<file path="config.mk">
export PLATFORM = sky130hd
export DESIGN_NAME = rom_burst_loader_flat
export DESIGN_NICKNAME = d
export VERILOG_FILES = /design/src/rtl/rom_burst_loader_if.sv /design/src/rtl/rom_burst_loader.sv /design/src/flat_wrapper.sv
export SDC_FILE = /design/constraint.sdc
export NUM_CORES = 1
export LEC_CHECK = 0
export ABC_AREA = 1
export CAP_MARGIN = 0
export CORE_UTILIZATION = 60
export DETAILED_ROUTE_END_ITERATION = 16
export PLACE_DENSITY = 0.79
export SLEW_MARGIN = 20
export SYNTH_ARGS = -nofsm -noshare
export SYNTH_HDL_FRONTEND = slang
export SYNTH_SLANG_ARGS = --single-unit
</file>
<file path="constraint.sdc">
create_clock -name clk -period 1.8 [get_ports clk]
set_clock_uncertainty 0.05 [all_clocks]
set_input_delay 0.18 -clock clk [delete_from_list [all_inputs] [get_ports clk]]
set_output_delay 0.18 -clock clk [all_outputs]
set_load 0.05 [all_outputs]
</file>
<file path="src/rtl/rom_burst_loader_if.sv">
// rom_burst_loader_if: start/len request, ROM read bus and indexed buffer read port; slave = loader, master = requester/ROM side.
interface rom_burst_loader_if #(
  parameter int DATA_W = 8,
  parameter int ADDR_W = 6,
  parameter int DEPTH  = 32,
  parameter int LEN_W  = $clog2(DEPTH + 1),
  parameter int IDX_W  = $clog2(DEPTH)
);
  logic              start;
  logic [ADDR_W-1:0] base_addr;
  logic [LEN_W-1:0]  len;
  logic [ADDR_W-1:0] rom_addr;
  logic              rom_rden;
  logic [DATA_W-1:0] rom_q;
  logic              busy;
  logic              done;
  logic              err;
  logic              data_valid;
  logic [IDX_W-1:0]  rd_idx;
  logic [DATA_W-1:0] rd_data;
  modport master (
    output start, base_addr, len, rom_q, rd_idx,
    input  rom_addr, rom_rden, busy, done, err, data_valid, rd_data
  );
  modport slave (
    input  start, base_addr, len, rom_q, rd_idx,
    output rom_addr, rom_rden, busy, done, err, data_valid, rd_data
  );
endinterface

</file>
<file path="src/rtl/rom_burst_loader.sv">
// rom_burst_loader: pipelined burst read of len words from a latency-ROM_LATENCY ROM into a buffer; ports clk, reset (sync, active-high), bus (slave: start/base_addr/len in, rom_addr/rom_rden out, rom_q in, busy/done/err/data_valid out, rd_idx in, rd_data out).
module rom_burst_loader #(
  parameter int DATA_W      = 8,
  parameter int ADDR_W      = 6,
  parameter int DEPTH       = 32,
  parameter int ROM_LATENCY = 1
) (
  input logic             clk,
  input logic             reset,
  rom_burst_loader_if.slave bus
);
  localparam int LEN_W = $clog2(DEPTH + 1);
  localparam int IDX_W = $clog2(DEPTH);
  typedef enum logic [1:0] {IDLE, ISSUE, DRAIN, FIN} state_t;
  state_t            state, state_nx;
  logic [ADDR_W-1:0] base_r;
  logic [LEN_W-1:0]  len_r, issue_cnt, wr_cnt, wr_nx;
  logic [ROM_LATENCY-1:0] pipe;
  logic              pipe_out, accept, bad_len, err_r, err_pulse, dv_r;
  logic [DATA_W-1:0] buffer [DEPTH];
  assign accept   = state == IDLE && bus.start;
  assign bad_len  = bus.len == '0 || bus.len > LEN_W'(DEPTH);
  assign pipe_out = pipe[ROM_LATENCY-1];
  assign wr_nx    = wr_cnt + LEN_W'(pipe_out);
  // FIN is entered on the cycle the last word is captured, so done lands len+ROM_LATENCY+1 cycles after start.
  always_comb begin
    state_nx        = state;
    bus.rom_rden    = 1'b0;
    bus.rom_addr    = '0;
    bus.busy        = state == ISSUE || state == DRAIN;
    bus.done        = state == FIN || err_pulse;
    bus.err         = err_r;
    bus.data_valid  = dv_r;
    state_nx = state == IDLE  ? (accept && !bad_len ? ISSUE : IDLE) :
               state == ISSUE ? (issue_cnt == len_r - LEN_W'(1) ? DRAIN : ISSUE) :
               state == DRAIN ? (wr_nx == len_r ? FIN : DRAIN) : IDLE;
    if (state == ISSUE) begin
      bus.rom_rden = 1'b1;
      bus.rom_addr = base_r + ADDR_W'(issue_cnt);
    end
  end
  always_ff @(posedge clk) begin
    if (reset) begin
      state     <= IDLE;
      base_r    <= '0;
      len_r     <= '0;
      issue_cnt <= '0;
      wr_cnt    <= '0;
      pipe      <= '0;
      err_r     <= 1'b0;
      err_pulse <= 1'b0;
      dv_r      <= 1'b0;
    end else begin
      state     <= state_nx;
      err_pulse <= accept && bad_len;
      pipe      <= ROM_LATENCY'({pipe, state == ISSUE});
      if (accept) begin
        base_r    <= bus.base_addr;
        len_r     <= bus.len;
        err_r     <= bad_len;
        dv_r      <= 1'b0;
        issue_cnt <= '0;
        wr_cnt    <= '0;
      end else begin
        issue_cnt <= state == ISSUE ? issue_cnt + LEN_W'(1) : issue_cnt;
        wr_cnt    <= wr_nx;
        dv_r      <= dv_r || state_nx == FIN;
      end
    end
  end
  always_ff @(posedge clk)
    if (pipe_out && !reset) buffer[wr_cnt[IDX_W-1:0]] <= bus.rom_q;
  assign bus.rd_data = 32'(bus.rd_idx) < DEPTH ? buffer[bus.rd_idx] : '0;
endmodule

</file>
<file path="src/flat_wrapper.sv">
// flat-port wrapper written by rule: the top's interface ports become plain ports
module rom_burst_loader_flat 
#(
  parameter int DATA_W      = 8,
  parameter int ADDR_W      = 6,
  parameter int DEPTH       = 32,
  parameter int ROM_LATENCY = 1
)
  (clk, reset, bus_start, bus_base_addr, bus_len, bus_rom_q, bus_rd_idx, bus_rom_addr, bus_rom_rden, bus_busy, bus_done, bus_err, bus_data_valid, bus_rd_data);
  rom_burst_loader_if #(.DATA_W(DATA_W), .ADDR_W(ADDR_W), .DEPTH(DEPTH)) bus_i ();
  input logic clk;
  input logic reset;
  input wire logic [$bits(bus_i.start)-1:0] bus_start;
  input wire logic [$bits(bus_i.base_addr)-1:0] bus_base_addr;
  input wire logic [$bits(bus_i.len)-1:0] bus_len;
  input wire logic [$bits(bus_i.rom_q)-1:0] bus_rom_q;
  input wire logic [$bits(bus_i.rd_idx)-1:0] bus_rd_idx;
  output wire logic [$bits(bus_i.rom_addr)-1:0] bus_rom_addr;
  output wire logic [$bits(bus_i.rom_rden)-1:0] bus_rom_rden;
  output wire logic [$bits(bus_i.busy)-1:0] bus_busy;
  output wire logic [$bits(bus_i.done)-1:0] bus_done;
  output wire logic [$bits(bus_i.err)-1:0] bus_err;
  output wire logic [$bits(bus_i.data_valid)-1:0] bus_data_valid;
  output wire logic [$bits(bus_i.rd_data)-1:0] bus_rd_data;
  assign bus_i.start = bus_start;
  assign bus_i.base_addr = bus_base_addr;
  assign bus_i.len = bus_len;
  assign bus_i.rom_q = bus_rom_q;
  assign bus_i.rd_idx = bus_rd_idx;
  assign bus_rom_addr = bus_i.rom_addr;
  assign bus_rom_rden = bus_i.rom_rden;
  assign bus_busy = bus_i.busy;
  assign bus_done = bus_i.done;
  assign bus_err = bus_i.err;
  assign bus_data_valid = bus_i.data_valid;
  assign bus_rd_data = bus_i.rd_data;
  rom_burst_loader #(.DATA_W(DATA_W), .ADDR_W(ADDR_W), .DEPTH(DEPTH), .ROM_LATENCY(ROM_LATENCY)) u_core (.clk(clk), .reset(reset), .bus(bus_i));
endmodule
</file>
### Word level (Yosys, flattened, before mapping)

Memory sizes are Yosys's and may differ from the RTL's.
Cells that the tools add are included.

| cells by class | value |
|---|---|
| add/sub/neg operators | 4 |
| $lt $le $gt $ge | 1 |
| eq/ne operators | 6 |
| muxes and demuxes | 10 |
| reduce and logical (&&, ||, !) cells | 13 |

Operators with widths:

| operator | number |
|---|---|
| equality test 6 bit | 2 |
| 2-to-1 mux 2 bit | 4 |
| adder 6 x 1 -> 6 bit | 1 |
| adder 6 x 1 -> 6 bit, second input constant | 1 |
| adder 6 bit | 1 |
| equality test 2 bit, second input constant | 3 |
| greater-than comparator 6 bit, second input constant | 1 |
| zero test 6 bit | 1 |
| 2-to-1 mux 6 bit | 1 |
| subtractor 6 x 1 -> 6 bit, second input constant | 1 |
| 2-to-1 mux 1 bit | 5 |
| logical AND 1 bit | 4 |
| logical OR 1 bit | 4 |
| equality test 2 x 1 -> 1 bit, second input constant | 1 |
| zero test 1 bit | 2 |
| zero test 2 bit | 1 |
| OR reduction 2 bit | 1 |

| word-level totals | value |
|---|---|
| register bits | 30 |
| bits in writable memories | 256 |
| bits of input ports | 28 |
| output and inout bits | 19 |
| logic and storage cells | 44 |
| memories kept | 1 |

Memory list:

| name | words | width | rd ports | clocked after Yosys merged registers in | write ports | line | source |
|---|---|---|---|---|---|---|---|
| u_core.buffer | 32 | 8 | 1 | 0 | 1 | rom_burst_loader.sv:20 | `logic [DATA_W-1:0] buffer [DEPTH];` |

### Depth between registers and ports, before layout

| depth | value |
|---|---|
| depth in word-level cells | 8 |
| mapped depth | 16 |
| gate-level depth less buffers | 16 |

### Worst setup path before layout

OpenSTA, ideal clock, no wires.

| timing path | value |
|---|---|
| path kind | reg2out |
| from | register u_core.state[1] |
| to | output bus_rom_addr[3] |
| data arrival time | 2083 ps |
| required time | 1570 ps |
| slack | -513 ps |
| cell stages (with the launch flop) | 6 |
| path buffers | 1 |
| cells stage by stage | dfxtp_1 > inv_1 > ha_1 > clkbuf_1 > o21ai_0 > a21oi_1 |

| on the way | value |
|---|---|
| cells in the longest elaborated chain, start to end | 2 |

Ends and longest elaborated chain:

| what | line | source |
|---|---|---|
| from (decl) | rom_burst_loader.sv:15 | `state_t state, state_nx;` |
| from (signal assigned) | rom_burst_loader.sv:54 | `state <= state_nx;` |
| equality test 2 x 1 -> 1 bit | rom_burst_loader.sv:37 | `if (state == ISSUE) begin` |
| 2-to-1 mux 6 bit | rom_burst_loader.sv:37 |  |
| to (decl) | flat_wrapper.sv:18 | `output wire logic [$bits(bus_i.rom_addr)-1:0] bus_rom_addr;` |

No other way between the ends.

### Worst setup path after layout

| timing path | value |
|---|---|
| from | register u_core.base_r[2] |
| to | output bus_rom_addr[5] |

| on the way | value |
|---|---|
| cells in the longest elaborated chain, start to end | 2 |

Ends and longest elaborated chain:

| what | line | source |
|---|---|---|
| from (decl) | rom_burst_loader.sv:16 | `logic [ADDR_W-1:0] base_r;` |
| from (signal assigned) | rom_burst_loader.sv:58 | `base_r <= bus.base_addr;` |
| adder 6 bit | rom_burst_loader.sv:39 | `bus.rom_addr = base_r + ADDR_W'(issue_cnt);` |
| 2-to-1 mux 6 bit | rom_burst_loader.sv:37 |  |

No other way between the ends.

==> impl_metrics.env <==
export IMPL_worst_slack_ns=-0.580
export IMPL_holdPathStages=3
export IMPL_max_stage_delay_ns=0.34
export IMPL_synth_adder_area_share_pct=1.54
export IMPL_grt_pass1_wl_um=45400
export IMPL_synth_cell_types=33
export IMPL_dieWidth_um=143
export IMPL_ys_seq_area_share_pct=69.9
export IMPL_initial_core_util_pct=61.1
export IMPL_vias=8663
export IMPL_synthCells=1010
export IMPL_rsz0062_at_grt="true"
export IMPL_area_growth_syn_to_layout_pct=25.4
export IMPL_drtIter0Drc=1092
export IMPL_yosysMostFrequentCell="edfxtp_1"
export IMPL_worst_pin_slew_ns=0.484
export IMPL_final_util_pct=76.7
export IMPL_synth_compound_area_share_pct=12.6
export IMPL_synthMuxAreaShare_pct=0
export IMPL_dr_wl_met3_um=2570
export IMPL_die_area_um2=20300
export IMPL_routedWlPerCell_um=20.8
export IMPL_cp_num_cells=8
export IMPL_cts_buffers=28
export IMPL_port_buffers=46
export IMPL_synth_xor_area_share_pct=0.369
export IMPL_syn_area_per_cell_um2=11.7
export IMPL_core_area_um2=19400
export IMPL_synth_async_reset_ratio_pct=0
export IMPL_synth_edf_count=256
export IMPL_status="complete, but fails checks"
export IMPL_crit_buf_inv=1
export IMPL_power_leakage_uw=0.00518
export IMPL_fmax_ghz=0.420
export IMPL_yosys_area_top_type="edfxtp_1"
export IMPL_cts_buffer_depth=3
export IMPL_antenna_found_initial=0
export IMPL_min_path_type="input pin to flip-flop"
export IMPL_drt_wl_total_um=29800
export IMPL_arrival_ns=2.15
export IMPL_cts_tree="done"
export IMPL_period_share_pct=132
export IMPL_worstSetupPathType="flip-flop to output pin"
export IMPL_worstPathCellList="ha_4 -> a21o_1 -> a31oi_2 -> o21ai_1 -> a21oi_1 -> xor2_1 -> nor2_4 -> buf_12"
export IMPL_cp_slowest_cell="dfxtp_2"
export IMPL_synth_ff_type="edfxtp_1"
export IMPL_crit_path_end_kind="output pin"
export IMPL_drc=0
export IMPL_fin_crit_ns=2.38
export IMPL_grt_pass1_vias=8487
export IMPL_fillers=1161
export IMPL_yosys_area_share_simple_pct=11.9
export IMPL_maxSlewHeadroom_pct=67.9
export IMPL_ys_seq_elements=286
export IMPL_maxSlewViolCount=0
export IMPL_drtPass1Iterations=5
export IMPL_synth_area_um2=11900
export IMPL_placed_cells=1378
export IMPL_synthTopCellsByCount="edfxtp_1, nor2_1, o21ai_0"
export IMPL_viasPerCell=6.04
export IMPL_critPathLaunchType="flip-flop"
export IMPL_netlist_area_leader_share_pct=64.8
export IMPL_ios=47
export IMPL_r2r_cells=13
export IMPL_setup_violations=13
export IMPL_routabilityCongestion=0.862
export IMPL_hpwl_um=18300
export IMPL_synth_warnings=0
export IMPL_crit_required_ns=1.57
export IMPL_fp_row_count=51
export IMPL_grtUsageTotal_pct=29.7
export IMPL_grt_max_degree=45
export IMPL_cap_viol_max_count=0
export IMPL_peakVddDrop_mv=0.692
export IMPL_clkTransAtPathRegs_ns=0.06
export IMPL_post_route_cells_drive_above_1_share_pct=25.1
export IMPL_syn_nets=1052
export IMPL_topRoutingLayerUsed="met4"
export IMPL_crit_family="compound AO/OA/AOI/OAI gates"
export IMPL_final_cells=1434
export IMPL_wl_met1_um=11200
export IMPL_critPathMaxFanout=2
export IMPL_num_antenna_cells=0
export IMPL_synth_top_family_by_area="compound AO/OA/AOI/OAI gates"
export IMPL_violations="setup timing"
export IMPL_synthTopCellsByArea="edfxtp_1, nor2_1, o21ai_0"
export IMPL_fp_dieH_um=143
export IMPL_gr_total_overflow=0
export IMPL_worstSkewPairLatency_ns=0.54
export IMPL_htree_levels=1
export IMPL_finalHoldViolations=0
export IMPL_root_buffer="clkbuf_16"
export IMPL_power_density_nw_per_um2=956
export IMPL_num_nets_final=1189
export IMPL_drtAntennaViolNets=0
export IMPL_wl_met2_um=14900
export IMPL_cts_hold_buffers=0
export IMPL_cts_sinks=286
## cells by family after synthesis
group / after synthesis
simple gates: 351
flops: 286
xor+xnor: 5
buf+inv: 100
fa+ha+maj: 14
compound gates: 254
## power breakdown
| group | switching, uW | internal, uW |
|---|---|---|
| clock | 2400 | 3270 |
| combinational | 807 | 481 |
| sequential | 24.9 | 7250 |
## metal layers
metal  vias up  GRT usage (%)
li1       3947              -
met1      4103           37.7
met2       514           50.9
met3        99           4.61
met4         0           13.0
met5         -              0
## layout by cell type (no fill, tap or decap), drive strengths merged, types with 3 or more instances in the layout
cell and count:
clkdlybuf4s50 25, clkinv 11, buf 135, clkbuf 42
o221ai 44, xor2 5, nor2 227, edfxtp 256
o22ai 22, nor3b 3, nand2 68, a21oi 16
inv 42, dfxtp 30, a31oi 7, nand3 45
o21ai 161, ha 13, nor3 6
## sequential cells by signal, summed over array words and instances, names as in the netlist
name,count
u_core.state,2
u_core.base_r,6
u_core.pipe,1
u_core.len_r,6
u_core.bus.err,1
u_core.wr_cnt,6
u_core.issue_cnt,6
u_core.bus.data_valid,1
u_core.buffer,256
u_core.err_pulse,1
## final timing paths
check | start | slack, ns | endpoint
min | bus_len[3] | 0.20 | u_core.len_r[3]$_SDFFE_PP0P_
max | u_core.base_r[2]$_SDFFE_PP0P_ | -0.58 | bus_rom_addr[5]
max reg2reg | u_core.len_r[0]$_SDFFE_PP0P_ | 0.02 | u_core.bus.data_valid$_SDFF_PP0_
min reg2reg | u_core.bus.data_valid$_SDFF_PP0_ | 0.40 | u_core.bus.data_valid$_SDFF_PP0_
## metrics by stage
stage / total power, uW / hold slack (ns) / setup TNS [ns] / setup slack [ns] / area [um^2]
final: 14200 / 0.197 / -4.34 / -0.580 / 14900
after global routing: 14600 / 0.226 / -5.26 / -0.701 / 14900
after CTS: 14200 / 0.183 / -4.29 / -0.619 / 14700
after floorplan: 8010 / 0.199 / -0.0961 / -0.0725 / 11900
after detailed placement: 8540 / 0.404 / -3.11 / -0.305 / 13500
after global placement: 8510 / 0.399 / -2.02 / -0.255 / 13500
## worst reg2reg max path: cells and delay by family (launching register included)
family | cells | cell delay, ns
compound gates | 2 | 0.19
fa+ha+maj | 1 | 0.22
buf+inv | 2 | 0.16
flops | 1 | 0.33
simple gates | 8 | 0.79
## layout make-up
| class | instances | area (um^2) | area share [%] |
|---|---|---|---|
| clock buffers | 42 | 856 | 5.75 |
| clock inverters | 10 | 48.8 | 0.328 |
| inverters | 45 | 173 | 1.16 |
| multi-input cells | 624 | 3590 | 24.1 |
| flip-flops and latches | 286 | 8300 | 55.8 |
| well taps | 265 | 332 | 2.23 |
| repair buffers | 162 | 1580 | 10.6 |
## what timing repair did
action / in CTS / in global routing
setup buffers: 4 / 2
setup endpoints to repair: 18 / 20
resized for setup: 124 / 66
pin swaps: 39 / 41
Note: power is estimated with default switching activity, not from simulation.
